--- src/rtl/playbus_pkg.sv ---
// PlayBus shared definitions: controller states, function codes and the
// source/sink decode every controller file uses.
package playbus_pkg;

  typedef enum logic [2:0] {
    ST_IDLE     = 3'd0,
    ST_SETUP    = 3'd1,
    ST_WRITE    = 3'd2,
    ST_HOLD     = 3'd3,
    ST_WAIT_REL = 3'd4,
    ST_NEXT     = 3'd5
  } state_t;

  typedef enum logic [2:0] {
    F_ROM_BUS = 3'd0,
    F_RAM_BUS = 3'd1,
    F_SW_BUS  = 3'd2,
    F_SW_RAM  = 3'd3,
    F_ROM_RAM = 3'd4,
    F_SW_LED  = 3'd5,
    F_RAM_LED = 3'd6,
    F_ROM_LED = 3'd7
  } func_t;

  typedef enum logic [1:0] {
    SRC_ROM = 2'd0,
    SRC_RAM = 2'd1,
    SRC_SW  = 2'd2
  } src_t;

  localparam logic [2:0] FUNC_FIRST_DYN = 3'd3;

  function automatic logic func_is_dynamic(input logic [2:0] f);
    return f >= FUNC_FIRST_DYN;
  endfunction

  function automatic src_t func_src(input func_t f);
    case (f)
      F_ROM_BUS, F_ROM_RAM, F_ROM_LED: return SRC_ROM;
      F_RAM_BUS, F_RAM_LED:            return SRC_RAM;
      default:                         return SRC_SW;
    endcase
  endfunction

  function automatic logic func_sink_ram(input func_t f);
    return (f == F_SW_RAM) || (f == F_ROM_RAM);
  endfunction

  function automatic logic func_sink_led(input func_t f);
    return f >= F_SW_LED;
  endfunction

endpackage

--- src/rtl/playbus_if.sv ---
// PlayBus panel/memory signal bundle; master = panel side, slave = controller.
interface playbus_if #(
  parameter int AW = 4
);
  logic          GO;
  logic [2:0]    FUNC;
  logic [AW-1:0] ADD;
  logic          BLK;
  logic          n_ROMO;
  logic          n_RAMO;
  logic          n_SWBEN;
  logic          n_RAMW;
  logic          LEDLTCH;
  logic [AW-1:0] ADDR_OUT;
  logic          ADDR_SEL;
  logic          BUSY;
  logic [2:0]    St;

  modport master (
    output GO, FUNC, ADD, BLK,
    input  n_ROMO, n_RAMO, n_SWBEN, n_RAMW, LEDLTCH, ADDR_OUT, ADDR_SEL, BUSY, St
  );

  modport slave (
    input  GO, FUNC, ADD, BLK,
    output n_ROMO, n_RAMO, n_SWBEN, n_RAMW, LEDLTCH, ADDR_OUT, ADDR_SEL, BUSY, St
  );
endinterface

--- src/rtl/playbus_strobe_timer.sv ---
// Write-strobe length counter: load at SETUP, done once WR_CYCLES clocks of
// WRITE have elapsed.
module playbus_strobe_timer #(
  parameter int WR_CYCLES = 1
) (
  input  logic CK2HZ,
  input  logic n_CLR,
  input  logic i_load,
  output logic o_done
);

  localparam int            CW       = (WR_CYCLES > 1) ? $clog2(WR_CYCLES) : 1;
  localparam logic [CW-1:0] LOAD_VAL = CW'(WR_CYCLES - 1);

  logic [CW-1:0] r_cnt;

  always_ff @(posedge CK2HZ or negedge n_CLR) begin
    if (!n_CLR) begin
      r_cnt <= '0;
    end else if (i_load) begin
      r_cnt <= LOAD_VAL;
    end else if (r_cnt != '0) begin
      r_cnt <= r_cnt - 1'b1;
    end
  end

  assign o_done = (r_cnt == '0);

endmodule

--- src/rtl/playbus_ctrl.sv ---
// PlayBus controller: 8-function decode, GO-latched transfers, registered write
// strobes. Optional block copy over ADD..all-ones with macro PLAYBUS_BLOCK_COPY_EN.
module playbus_ctrl
  import playbus_pkg::*;
#(
  parameter int AW        = 4,
  parameter int WR_CYCLES = 1
) (
  input logic      CK2HZ,
  input logic      n_CLR,
  playbus_if.slave bus
);

  state_t r_state;
  state_t w_next;
  func_t  r_func_q;
  func_t  w_func_live;
  logic   r_ramw;
  logic   r_ledltch;
  logic   r_busy;
  logic   w_start;
  logic   w_tmr_load;
  logic   w_tmr_done;
  logic   w_more_words;
  logic   w_src_en;
  src_t   w_src;

  assign w_func_live = func_t'(bus.FUNC);
  assign w_start     = bus.GO && func_is_dynamic(bus.FUNC);
  assign w_tmr_load  = (r_state == ST_SETUP);

  playbus_strobe_timer #(
    .WR_CYCLES(WR_CYCLES)
  ) u_strobe_timer (
    .CK2HZ (CK2HZ),
    .n_CLR (n_CLR),
    .i_load(w_tmr_load),
    .o_done(w_tmr_done)
  );

`ifdef PLAYBUS_BLOCK_COPY_EN
  logic          r_blk_q;
  logic          r_addr_sel;
  logic [AW-1:0] r_addr_cnt;
  logic          w_blk_nxt;

  assign w_blk_nxt    = (r_state == ST_IDLE) ? bus.BLK : r_blk_q;
  assign w_more_words = r_blk_q && (r_addr_cnt != '1);

  // Address only moves on entry to NEXT, when every source is off.
  always_ff @(posedge CK2HZ or negedge n_CLR) begin
    if (!n_CLR) begin
      r_blk_q    <= 1'b0;
      r_addr_cnt <= '0;
      r_addr_sel <= 1'b0;
    end else begin
      if ((r_state == ST_IDLE) && w_start) begin
        r_blk_q    <= bus.BLK;
        r_addr_cnt <= bus.ADD;
      end else if (w_next == ST_NEXT) begin
        r_addr_cnt <= r_addr_cnt + 1'b1;
      end
      r_addr_sel <= w_blk_nxt &&
                    (w_next inside {ST_SETUP, ST_WRITE, ST_HOLD, ST_NEXT});
    end
  end

  assign bus.ADDR_SEL = r_addr_sel;
  assign bus.ADDR_OUT = r_addr_sel ? r_addr_cnt : bus.ADD;
`else
  assign w_more_words = 1'b0;
  assign bus.ADDR_SEL = 1'b0;
  assign bus.ADDR_OUT = bus.ADD;
`endif

  always_comb begin
    w_next = r_state;
    case (r_state)
      ST_IDLE:     if (w_start) w_next = ST_SETUP;
      ST_SETUP:    w_next = ST_WRITE;
      ST_WRITE:    if (w_tmr_done) w_next = ST_HOLD;
      ST_HOLD:     w_next = w_more_words ? ST_NEXT : ST_WAIT_REL;
      ST_NEXT:     w_next = ST_SETUP;
      ST_WAIT_REL: if (!bus.GO) w_next = ST_IDLE;
      default:     w_next = ST_IDLE;
    endcase
  end

  // Strobes/BUSY are registered from the next state so pins only move on edges.
  always_ff @(posedge CK2HZ or negedge n_CLR) begin
    if (!n_CLR) begin
      r_state   <= ST_IDLE;
      r_func_q  <= F_ROM_BUS;
      r_ramw    <= 1'b0;
      r_ledltch <= 1'b0;
      r_busy    <= 1'b0;
    end else begin
      r_state   <= w_next;
      if ((r_state == ST_IDLE) && w_start) r_func_q <= w_func_live;
      r_ramw    <= (w_next == ST_WRITE) && func_sink_ram(r_func_q);
      r_ledltch <= (w_next == ST_WRITE) && func_sink_led(r_func_q);
      r_busy    <= (w_next != ST_IDLE);
    end
  end

  always_comb begin
    w_src_en = 1'b0;
    w_src    = SRC_ROM;
    case (r_state)
      ST_IDLE: begin
        w_src_en = !func_is_dynamic(bus.FUNC);
        w_src    = func_src(w_func_live);
      end
      ST_NEXT: w_src_en = 1'b0;
      default: begin
        w_src_en = 1'b1;
        w_src    = func_src(r_func_q);
      end
    endcase
  end

  assign bus.n_ROMO  = !(w_src_en && (w_src == SRC_ROM));
  assign bus.n_RAMO  = !(w_src_en && (w_src == SRC_RAM));
  assign bus.n_SWBEN = !(w_src_en && (w_src == SRC_SW));
  assign bus.n_RAMW  = ~r_ramw;
  assign bus.LEDLTCH = r_ledltch;
  assign bus.BUSY    = r_busy;
  assign bus.St      = r_state;

endmodule

--- src/flat_wrapper.sv ---
// flat-port wrapper written by rule: the top's interface ports become plain ports
module playbus_ctrl_flat import playbus_pkg::*;
#(
  parameter int AW        = 4,
  parameter int WR_CYCLES = 1
)
  (CK2HZ, n_CLR, bus_GO, bus_FUNC, bus_ADD, bus_BLK, bus_n_ROMO, bus_n_RAMO, bus_n_SWBEN, bus_n_RAMW, bus_LEDLTCH, bus_ADDR_OUT, bus_ADDR_SEL, bus_BUSY, bus_St);
  playbus_if #(.AW(AW)) bus_i ();
  input logic CK2HZ;
  input logic n_CLR;
  input wire logic [$bits(bus_i.GO)-1:0] bus_GO;
  input wire logic [$bits(bus_i.FUNC)-1:0] bus_FUNC;
  input wire logic [$bits(bus_i.ADD)-1:0] bus_ADD;
  input wire logic [$bits(bus_i.BLK)-1:0] bus_BLK;
  output wire logic [$bits(bus_i.n_ROMO)-1:0] bus_n_ROMO;
  output wire logic [$bits(bus_i.n_RAMO)-1:0] bus_n_RAMO;
  output wire logic [$bits(bus_i.n_SWBEN)-1:0] bus_n_SWBEN;
  output wire logic [$bits(bus_i.n_RAMW)-1:0] bus_n_RAMW;
  output wire logic [$bits(bus_i.LEDLTCH)-1:0] bus_LEDLTCH;
  output wire logic [$bits(bus_i.ADDR_OUT)-1:0] bus_ADDR_OUT;
  output wire logic [$bits(bus_i.ADDR_SEL)-1:0] bus_ADDR_SEL;
  output wire logic [$bits(bus_i.BUSY)-1:0] bus_BUSY;
  output wire logic [$bits(bus_i.St)-1:0] bus_St;
  assign bus_i.GO = bus_GO;
  assign bus_i.FUNC = bus_FUNC;
  assign bus_i.ADD = bus_ADD;
  assign bus_i.BLK = bus_BLK;
  assign bus_n_ROMO = bus_i.n_ROMO;
  assign bus_n_RAMO = bus_i.n_RAMO;
  assign bus_n_SWBEN = bus_i.n_SWBEN;
  assign bus_n_RAMW = bus_i.n_RAMW;
  assign bus_LEDLTCH = bus_i.LEDLTCH;
  assign bus_ADDR_OUT = bus_i.ADDR_OUT;
  assign bus_ADDR_SEL = bus_i.ADDR_SEL;
  assign bus_BUSY = bus_i.BUSY;
  assign bus_St = bus_i.St;
  playbus_ctrl #(.AW(AW), .WR_CYCLES(WR_CYCLES)) u_core (.CK2HZ(CK2HZ), .n_CLR(n_CLR), .bus(bus_i));
endmodule
--- config.mk ---
export PLATFORM = sky130hd
export DESIGN_NAME = playbus_ctrl_flat
export DESIGN_NICKNAME = d
export VERILOG_FILES = /design/src/rtl/playbus_pkg.sv /design/src/rtl/playbus_if.sv /design/src/rtl/playbus_strobe_timer.sv /design/src/rtl/playbus_ctrl.sv /design/src/flat_wrapper.sv
export SDC_FILE = /design/constraint.sdc
export NUM_CORES = 1
export LEC_CHECK = 0
export ABC_AREA = 0
export ABC_CLOCK_PERIOD_IN_PS = 2100
export BUFFER_PORTS_ARGS = -buffer_cell sky130_fd_sc_hd__buf_2
export CORE_ASPECT_RATIO = 0.7
export CORE_MARGIN = 2
export CORE_UTILIZATION = 25
export CTS_BUF_LIST = sky130_fd_sc_hd__clkbuf_16
export CTS_CLUSTER_SIZE = 30
export DETAILED_ROUTE_END_ITERATION = 6
export PLACE_DENSITY_LB_ADDON = 0.08
export SLEW_MARGIN = 25
export SYNTH_ARGS = -nofsm -noshare
export SYNTH_HDL_FRONTEND = slang
export SYNTH_HIERARCHICAL = 1
export SYNTH_SLANG_ARGS = --single-unit
--- constraint.sdc ---
create_clock -name CK2HZ -period 2.1 [get_ports CK2HZ]
set_input_delay 0.105 -clock CK2HZ [delete_from_list [all_inputs] [get_ports CK2HZ]]
set_output_delay 0.105 -clock CK2HZ [all_outputs]
set_load 0.005 [all_outputs]
==> impl_metrics.ini, run 1 <==
[detailed_routing]
drtAntennaViolNets = 0
first_pass_iters = 4
via_count = 456
drt_iter0_markers = 15
drt-wirelength-per-cell_um = 10.5
routed_wl_um = 1130
drt_drc_violations_left = 0
viasPerCell = 4.22

[worst_setup_path]
cp_max_fo = 9
r2r-start = u_core/bus.St[1]
rr_endpoint = u_core/r_func_q[1]
path_class = reg -> out
crit_path_end_kind = primary output
start_kind = flip-flop
critical_path_required_ns = 2.00
crit_start = u_core/bus.St[0]
reg2reg_slack_ns = 0.64
cp_data_arrival_time_ns = 1.70
rr_worst_depth = 3

[clock_network]
cts_buffers = 3
cts_resized = 0
clk_pin_slew_worst_paths_ns = 0.04
clkSinkCount = 9
clk_latency_ns = 0.23
cts_root_buffer = clkbuf_16
cts_buffer_depth = 2
cts_tree = built
htree_levels = 1

[cells_and_area]
fillers = 247
nets = 88
drive_above_1_share_pct = 35.5
syn_to_final_growth_pct = 22.9
fin_util_pct = 33.5
design_area_um2 = 746
antenna_cells = 0

[place]
numPortBuffers = 14
globalplace.congestion = 0.678
dp_hpwl_um = 878
dpl-instance-area_um2 = 657

[min_path]
hold-path-cell-count = 2
hp-start = bus_FUNC[0]
hold_class = in -> reg
whs_endpoint = u_core/r_func_q[0]

[power]
power.density_mw_per_mm2 = 1540
ir_worst_vdd_v = 0.000436
p_leak_nw = 0.346

[sta]
layout_min_cycle_time_ns = 1.81
fmax_mhz = 553
clock_skew_ns = 0.000504
slew_violations = 0
hold_violations = 0
setup_viol = 0
grt_setup_unrepaired = false
finalSetupTns_ns = 0
fin_crit_sh_pct = 86.1

[synth]
synth.cell_area_um2 = 607
synth_nets = 75
yosys_warnings = 6
post_synth_inst_count = 64
syn_avg_cell_area_um2 = 9.48

[die]
core-area_mm2 = 0.00222
die-area_mm2 = 0.00284
start_util_pct = 27.3
die_x_um = 62.9
die_y_um = 45.2
ios = 25
fp-row-count = 14

[global_route]
grt_pass1_vias = 420
antenna_found_initial = 0
grt_usage_pct = 9.43
grt-ovfl-total = 0
grt_max_degree = 12
grt_pass1_wl_um = 1970

[run_status]
status = finished clean

[run]
cap_violations = 0
==> where the power goes <==
group          switching [mW]  internal (mW)  total (mW)
sequential             0.0941          0.249       0.344
clock                  0.0754          0.248       0.323
combinational           0.215          0.264       0.478
total                   0.384          0.761        1.15
==> worst max-delay path, stage by stage, from the launching register on <==
cell and delay, ns:
dfrtp_1 0.45, or2_0 0.27, a21oi_2 0.16, o21ai_1 0.10, or3b_1 0.37, buf_2 0.13
==> layout make-up <==
type                            instances  area [um2]  area share (%)
Clock buffer                            3        75.1            10.1
Inverter                                1        3.75           0.503
Multi-Input combinational cell         46         310            41.6
Tap cell                               32        40.0            5.37
Timing Repair Buffer                   16        87.6            11.7
Clock inverter                          1        3.75           0.503
Sequential cell                         9         225            30.2
==> flip-flops by register name, indices dropped and copies added, names as in the netlist <==
register	count
u_core/bus.St	3
u_core/r_ramw	1
u_core/bus.BUSY	1
u_core/bus.LEDLTCH	1
u_core/r_func_q	3
==> how the worst max path moves through the flow <==
| stage | endpoint | slack [ns] |
|---|---|---|
| finish | bus_n_ROMO | 0.29 |
| global placement | bus_n_ROMO | 0.52 |
| global route | bus_n_ROMO | 0.16 |
| detailed placement | bus_n_ROMO | 0.52 |
| floorplan | bus_n_ROMO | 0.66 |
| CTS | bus_n_ROMO | 0.27 |
==> metal layers <==
layer	vias to the layer above	share of wire (%)	global-route usage (%)
met5	-	0	0
met1	199	55	12.9
met3	0	7.6	4.49
met4	0	0	4.44
li1	243	-	-
met2	14	37	12.3
==> cell usage in the layout (no fill, tap or decap), types with 3 or more instances in the layout <==
master,count
clkbuf_16,3
buf_2,14
mux2i_1,3
o21ai_0,3
nand2_1,5
a21oi_1,3
and2b_2,3
nand2b_1,3
mux2_2,3
nor2_1,3
dfrtp_1,9
==> per-stage QoR <==
step	setup slack (ns)	power (mW)	hold slack (ns)	instances
floorplan	0.661	0.699	-0.191	64
global placement	0.516	0.837	-0.0296	103
detailed placement	0.521	0.830	-0.0344	103
CTS	0.274	1.16	0.168	108
global route	0.155	1.24	0.184	108
finish	0.292	1.15	0.171	108
==> timing repair <==
| action | 4_1_cts | 5_1_grt |
|---|---|---|
| hold buffers | 1 | 0 |
| endpoints found under the hold margin | 9 | 0 |
| setup buffers | 0 | 0 |
Note: power is estimated with default switching activity, not from simulation.
==> run 2, diff against run 1 <==
--- a/config.mk
+++ b/config.mk
@@ -5,14 +5,13 @@
 export SDC_FILE = /design/constraint.sdc
 export NUM_CORES = 1
 export LEC_CHECK = 0
-export ABC_AREA = 0
+export ABC_AREA = 1
 export ABC_CLOCK_PERIOD_IN_PS = 2100
 export BUFFER_PORTS_ARGS = -buffer_cell sky130_fd_sc_hd__buf_2
 export CORE_ASPECT_RATIO = 0.7
 export CORE_MARGIN = 2
 export CORE_UTILIZATION = 25
 export CTS_BUF_LIST = sky130_fd_sc_hd__clkbuf_16
-export CTS_CLUSTER_SIZE = 30
 export DETAILED_ROUTE_END_ITERATION = 6
 export PLACE_DENSITY_LB_ADDON = 0.08
 export SLEW_MARGIN = 25
==> impl_metrics.ini, run 2 <==
[run_status]
status = finished clean

[sta]
hold_violations = 0
clock_skew_ns = 0.00292
setup_viol = 0
fmax_mhz = 671
finalSetupTns_ns = 0
fin_crit_sh_pct = 71.0
layout_min_cycle_time_ns = 1.49
grt_setup_unrepaired = false
slew_violations = 0

[global_route]
grt-ovfl-total = 0
grt_usage_pct = 10.2
antenna_found_initial = 0
grt_pass1_wl_um = 1880
grt_pass1_vias = 472
grt_max_degree = 10

[cells_and_area]
drive_above_1_share_pct = 21.9
antenna_cells = 0
syn_to_final_growth_pct = 26.9
design_area_um2 = 727
nets = 108
layout_common_cells = nand2_1, buf_2, inv_1
fin_util_pct = 33.7
final_common_cell = nand2_1

[clock_network]
clkSinkCount = 9
cts_root_buffer = clkbuf_16
cts_tree = built
clk_pin_slew_worst_paths_ns = 0.04
htree_levels = 1
cts_buffer_depth = 2
cts_buffers = 3
clk_latency_ns = 0.23

[detailed_routing]
first_pass_iters = 4
drtAntennaViolNets = 0
drt-wirelength-per-cell_um = 9.02
via_count = 516
viasPerCell = 4.03
drt_drc_violations_left = 0
routed_wl_um = 1160
drt_iter0_markers = 16

[die]
die_y_um = 44.1
core-area_mm2 = 0.00215
ios = 25
fp-row-count = 14
start_util_pct = 26.6
die-area_mm2 = 0.00270
die_x_um = 61.2

[run]
cap_violations = 0

[synth]
post_synth_inst_count = 83
syn_avg_cell_area_um2 = 6.90
yosys_warnings = 6
synth_nets = 94
synth.cell_area_um2 = 573

[worst_setup_path]
crit_path_end_kind = primary output
cp_data_arrival_time_ns = 1.39
cp_max_fo = 4
critical_path_required_ns = 2.00
start_kind = flip-flop
path_class = reg -> out

[place]
globalplace.congestion = 0.714
dp_hpwl_um = 927
dpl-instance-area_um2 = 638
numPortBuffers = 14

[min_path]
hold_class = in -> reg

[power]
ir_worst_vdd_v = 0.000453
p_leak_nw = 0.402
power.density_mw_per_mm2 = 1560
[run 2: cell count changes in the layout (fill, tap and decap cells not counted), moves of 3 or more]
cell and change:
nor2_1 +3, nand3_1 +5, inv_1 +11, nand2_1 +22, and2b_2 -3, mux2_2 -3, o21ai_0 +3, mux2i_1 -3
nand2b_1 -3
[run 2: layout make-up]
class / instances / area, um2
Inverter: 13 / 48.8
Sequential cell: 9 / 225
Tap cell: 32 / 40.0
Clock buffer: 3 / 75.1
Timing Repair Buffer: 15 / 80.1
Fill cell: 254 / 1430
Multi-Input combinational cell: 55 / 254
Clock inverter: 1 / 3.75
[run 2: metal layers]
layer	GRT usage [%]	wire (um)	vias up	part of all wire, %
li1	-	-	273	-
met1	11.8	577	224	50
met2	14.3	470	17	41
met3	6.14	102	2	8.8
met4	6.09	4	0	0.35
met5	0	0	-	0
[run 2: power by group]
| part | switching [mW] | leakage [nW] | internal, mW | total, mW |
|---|---|---|---|---|
| Clock | 0.0803 | 0.0423 | 0.248 | 0.329 |
| Sequential | 0.0660 | 0.113 | 0.250 | 0.316 |
| Combinational | 0.292 | 0.247 | 0.197 | 0.489 |
| Total | 0.438 | 0.402 | 0.695 | 1.13 |
[run 2: per-stage QoR]
step / power (mW) / instances / setup WS (ns) / hold WS [ns]
floorplan: 0.648 / 83 / 0.978 / -0.191
global placement: 0.810 / 123 / 0.823 / -0.0329
detailed placement: 0.812 / 123 / 0.845 / -0.0302
CTS: 1.15 / 128 / 0.591 / 0.193
global route: 1.24 / 128 / 0.486 / 0.210
finish: 1.13 / 128 / 0.610 / 0.188
[run 2: what timing repair did]
action / CTS / global route
hold endpoints to repair: 9 / 0
hold buffers: 1 / 0
setup buffers: 0 / 0
resized for setup: 0 / 0
[run 2: path summary, 6_finish.rpt]
check	from	end	slack (ns)	cells past startpoint
max in group asynchronous	n_CLR	u_core/bus.St[1]	1.67	2
hold / removal	bus_FUNC[0]	u_core/r_func_q[0]	0.19	3
hold reg to reg	u_core/r_func_q[1]	u_core/r_func_q[1]	0.58	2
setup reg to reg	u_core/bus.St[1]	u_core/bus.LEDLTCH	0.85	6
min in group asynchronous	n_CLR	u_core/r_func_q[1]	0.25	2
setup / recovery	u_core/bus.St[1]	bus_n_SWBEN	0.61	8
[run 2: critical path: stages, from the launching register on]
cell and delay, ns:
dfrtp_1 0.39, inv_1 0.11, nand2_1 0.09, nor2_1 0.20
inv_1 0.07, nand2_1 0.09, inv_1 0.05, nand2_1 0.05
buf_2 0.10
==> run 3, diff against run 2 <==
--- a/config.mk
+++ b/config.mk
@@ -6,7 +6,7 @@
 export NUM_CORES = 1
 export LEC_CHECK = 0
 export ABC_AREA = 1
-export ABC_CLOCK_PERIOD_IN_PS = 2100
+export ABC_CLOCK_PERIOD_IN_PS = 1410
 export BUFFER_PORTS_ARGS = -buffer_cell sky130_fd_sc_hd__buf_2
 export CORE_ASPECT_RATIO = 0.7
 export CORE_MARGIN = 2
==> constraint.sdc (replaced) <==
create_clock -name CK2HZ -period 1.41 [get_ports CK2HZ]
set_input_delay 0.0705 -clock CK2HZ [delete_from_list [all_inputs] [get_ports CK2HZ]]
set_output_delay 0.0705 -clock CK2HZ [all_outputs]
set_load 0.005 [all_outputs]
==> impl_metrics.ini, run 3 (synthesis gave the netlist of run 2 again) <==
[cells_and_area]
antenna_cells = 0
fin_util_pct = 35.4
nets = 110
drive_above_1_share_pct = 32.7
syn_to_final_growth_pct = 33.2
final_common_cell = nand2_1
layout_common_cells = nand2_1, buf_2, inv_1

[worst_setup_path]
slowest_stage = dfrtp_1
crit_chain = inv_2 > nand2_2 > nor2_2 > inv_1 > nand2_1 > inv_1 > nand2_1 > buf_2
cp_data_arrival_time_ns = 1.31
rr_worst_depth = 6
crit_buf_inv = 4
cp_max_fo = 3
path_class = reg -> out
critical_path_required_ns = 1.34
start_kind = flip-flop
rr_endpoint = u_core/bus.LEDLTCH
crit_family = flip-flops
crit_path_end_kind = primary output
reg2reg_slack_ns = 0.20
r2r-start = u_core/bus.St[0]
critPathMaxStageDelay_ns = 0.40

[sta]
slew_violations = 0
clock_skew_ns = 0.00206
grt_setup_unrepaired = true
setup_viol = 0
hold_violations = 0
postLayoutSetupSlackWorst_ns = 0.0248
fin_crit_sh_pct = 98.2
layout_min_cycle_time_ns = 1.39
fmax_mhz = 722

[power]
netSwitchingPower_mw = 0.704
switching_share_pct = 39.3
clock_power_share_pct = 27.3
p_total_mw = 1.79
p_leak_nw = 0.413
combPwrFrac_pct = 45.9
ir_worst_vdd_v = 0.000704
power.density_mw_per_mm2 = 2350
internal_power_mw = 1.09
seqPwrFrac_pct = 26.8

[place]
globalplace.congestion = 0.715
numPortBuffers = 14
dp_hpwl_um = 946
dpl_worst_slack_ns = 0.131

[die]
die-area_mm2 = 0.00270
core-area_mm2 = 0.00215
ios = 25
fp-row-count = 14
start_util_pct = 26.6
die_x_um = 61.2
die_y_um = 44.1

[global_route]
antenna_found_initial = 0
grt_pass1_wl_um = 1970
grt_max_degree = 10
grt_pass1_vias = 481
grt_usage_pct = 10.5
grt-ovfl-total = 0

[detailed_routing]
drt_drc_violations_left = 0
first_pass_iters = 4
drt_iter0_markers = 16
drtAntennaViolNets = 0
routed_wl_um = 1190
viasPerCell = 4.05
drt-wirelength-per-cell_um = 9.13
via_count = 527

[min_path]
hp-start = bus_ADD[0]
whs_endpoint = bus_ADDR_OUT[0]
hold_class = in -> out
hold-path-cell-count = 0

[run]
cap_violations = 0

[clock_network]
clk_latency_ns = 0.23
cts_root_buffer = clkbuf_16
clk_pin_slew_worst_paths_ns = 0.04
clkSinkCount = 9
cts_buffer_depth = 2
htree_levels = 1
cts_tree = built
cts_buffers = 3

[run_status]
status = finished clean
==> run 3: cell count changes in the layout (fill, tap and decap cells not counted) <==
cell | previous run | this run
nand2_1 | 27 | 22
nand2_2 | 0 | 4
buf_4 | 0 | 2
inv_1 | 13 | 11
inv_2 | 1 | 3
dfrtp_1 | 9 | 8
dfrtp_2 | 0 | 1
nand2_4 | 0 | 1
nor2_1 | 6 | 5
nor2_2 | 0 | 1
==> run 3: routing by layer <==
layer  vias up  routed length [um]  global-route usage, %
met5         -                   0                      0
met3         2                  84                   6.14
met1       232                 605                   12.5
met4         0                   4                   6.09
li1        280                   -                      -
met2        13                 492                   14.7
==> run 3: power groups by stage <==
stage | combinational, mW | clock, mW | sequential, mW
after floorplan | 0.503 | 0 | 0.462
after global placement | 0.735 | 0 | 0.471
after detailed placement | 0.742 | 0 | 0.472
after CTS | 0.760 | 0.503 | 0.475
after global routing | 0.947 | 0.522 | 0.498
final | 0.823 | 0.490 | 0.480
==> run 3: layout make-up <==
type / instances / area, um2
Fill cell: 247 / 1390
Timing Repair Buffer: 17 / 95.1
Tap cell: 32 / 40.0
Multi-Input combinational cell: 55 / 274
Clock buffer: 3 / 75.1
Inverter: 13 / 48.8
Clock inverter: 1 / 3.75
Sequential cell: 9 / 226
==> run 3: how the worst max path moves through the flow <==
stage	start	slack (ns)	end	depth (start not counted)
after floorplan	u_core/bus.St[0]	0.29	u_core/bus.LEDLTCH	6
after global placement	u_core/bus.St[1]	0.13	u_core/bus.LEDLTCH	6
after detailed placement	u_core/bus.St[1]	0.13	u_core/bus.LEDLTCH	6
after CTS	u_core/bus.St[2]	0.005	bus_n_ROMO	8
after global routing	u_core/bus.St[1]	-0.08	bus_n_ROMO	9
final	u_core/bus.St[1]	0.02	bus_n_SWBEN	8
==> run 3: timing repair <==
| action | 4_1_cts | 5_1_grt |
|---|---|---|
| endpoints found under the hold margin | 9 | 0 |
| pin swaps | 0 | 2 |
| hold buffers | 1 | 0 |
| gates resized for setup | 4 | 6 |
| buffers inserted | 0 | 2 |
| setup endpoints to repair | 3 | 3 |
==> run 3: metrics by stage <==
step	setup TNS, ns	instance area (um2)	std cells	hold slack (ns)
floorplan	0	573	83	-0.225
global placement	0	638	123	-0.0674
detailed placement	0	638	123	-0.0641
CTS	0	732	128	0.141
global route	-0.205	763	130	0.141
finish	0	763	130	0.141
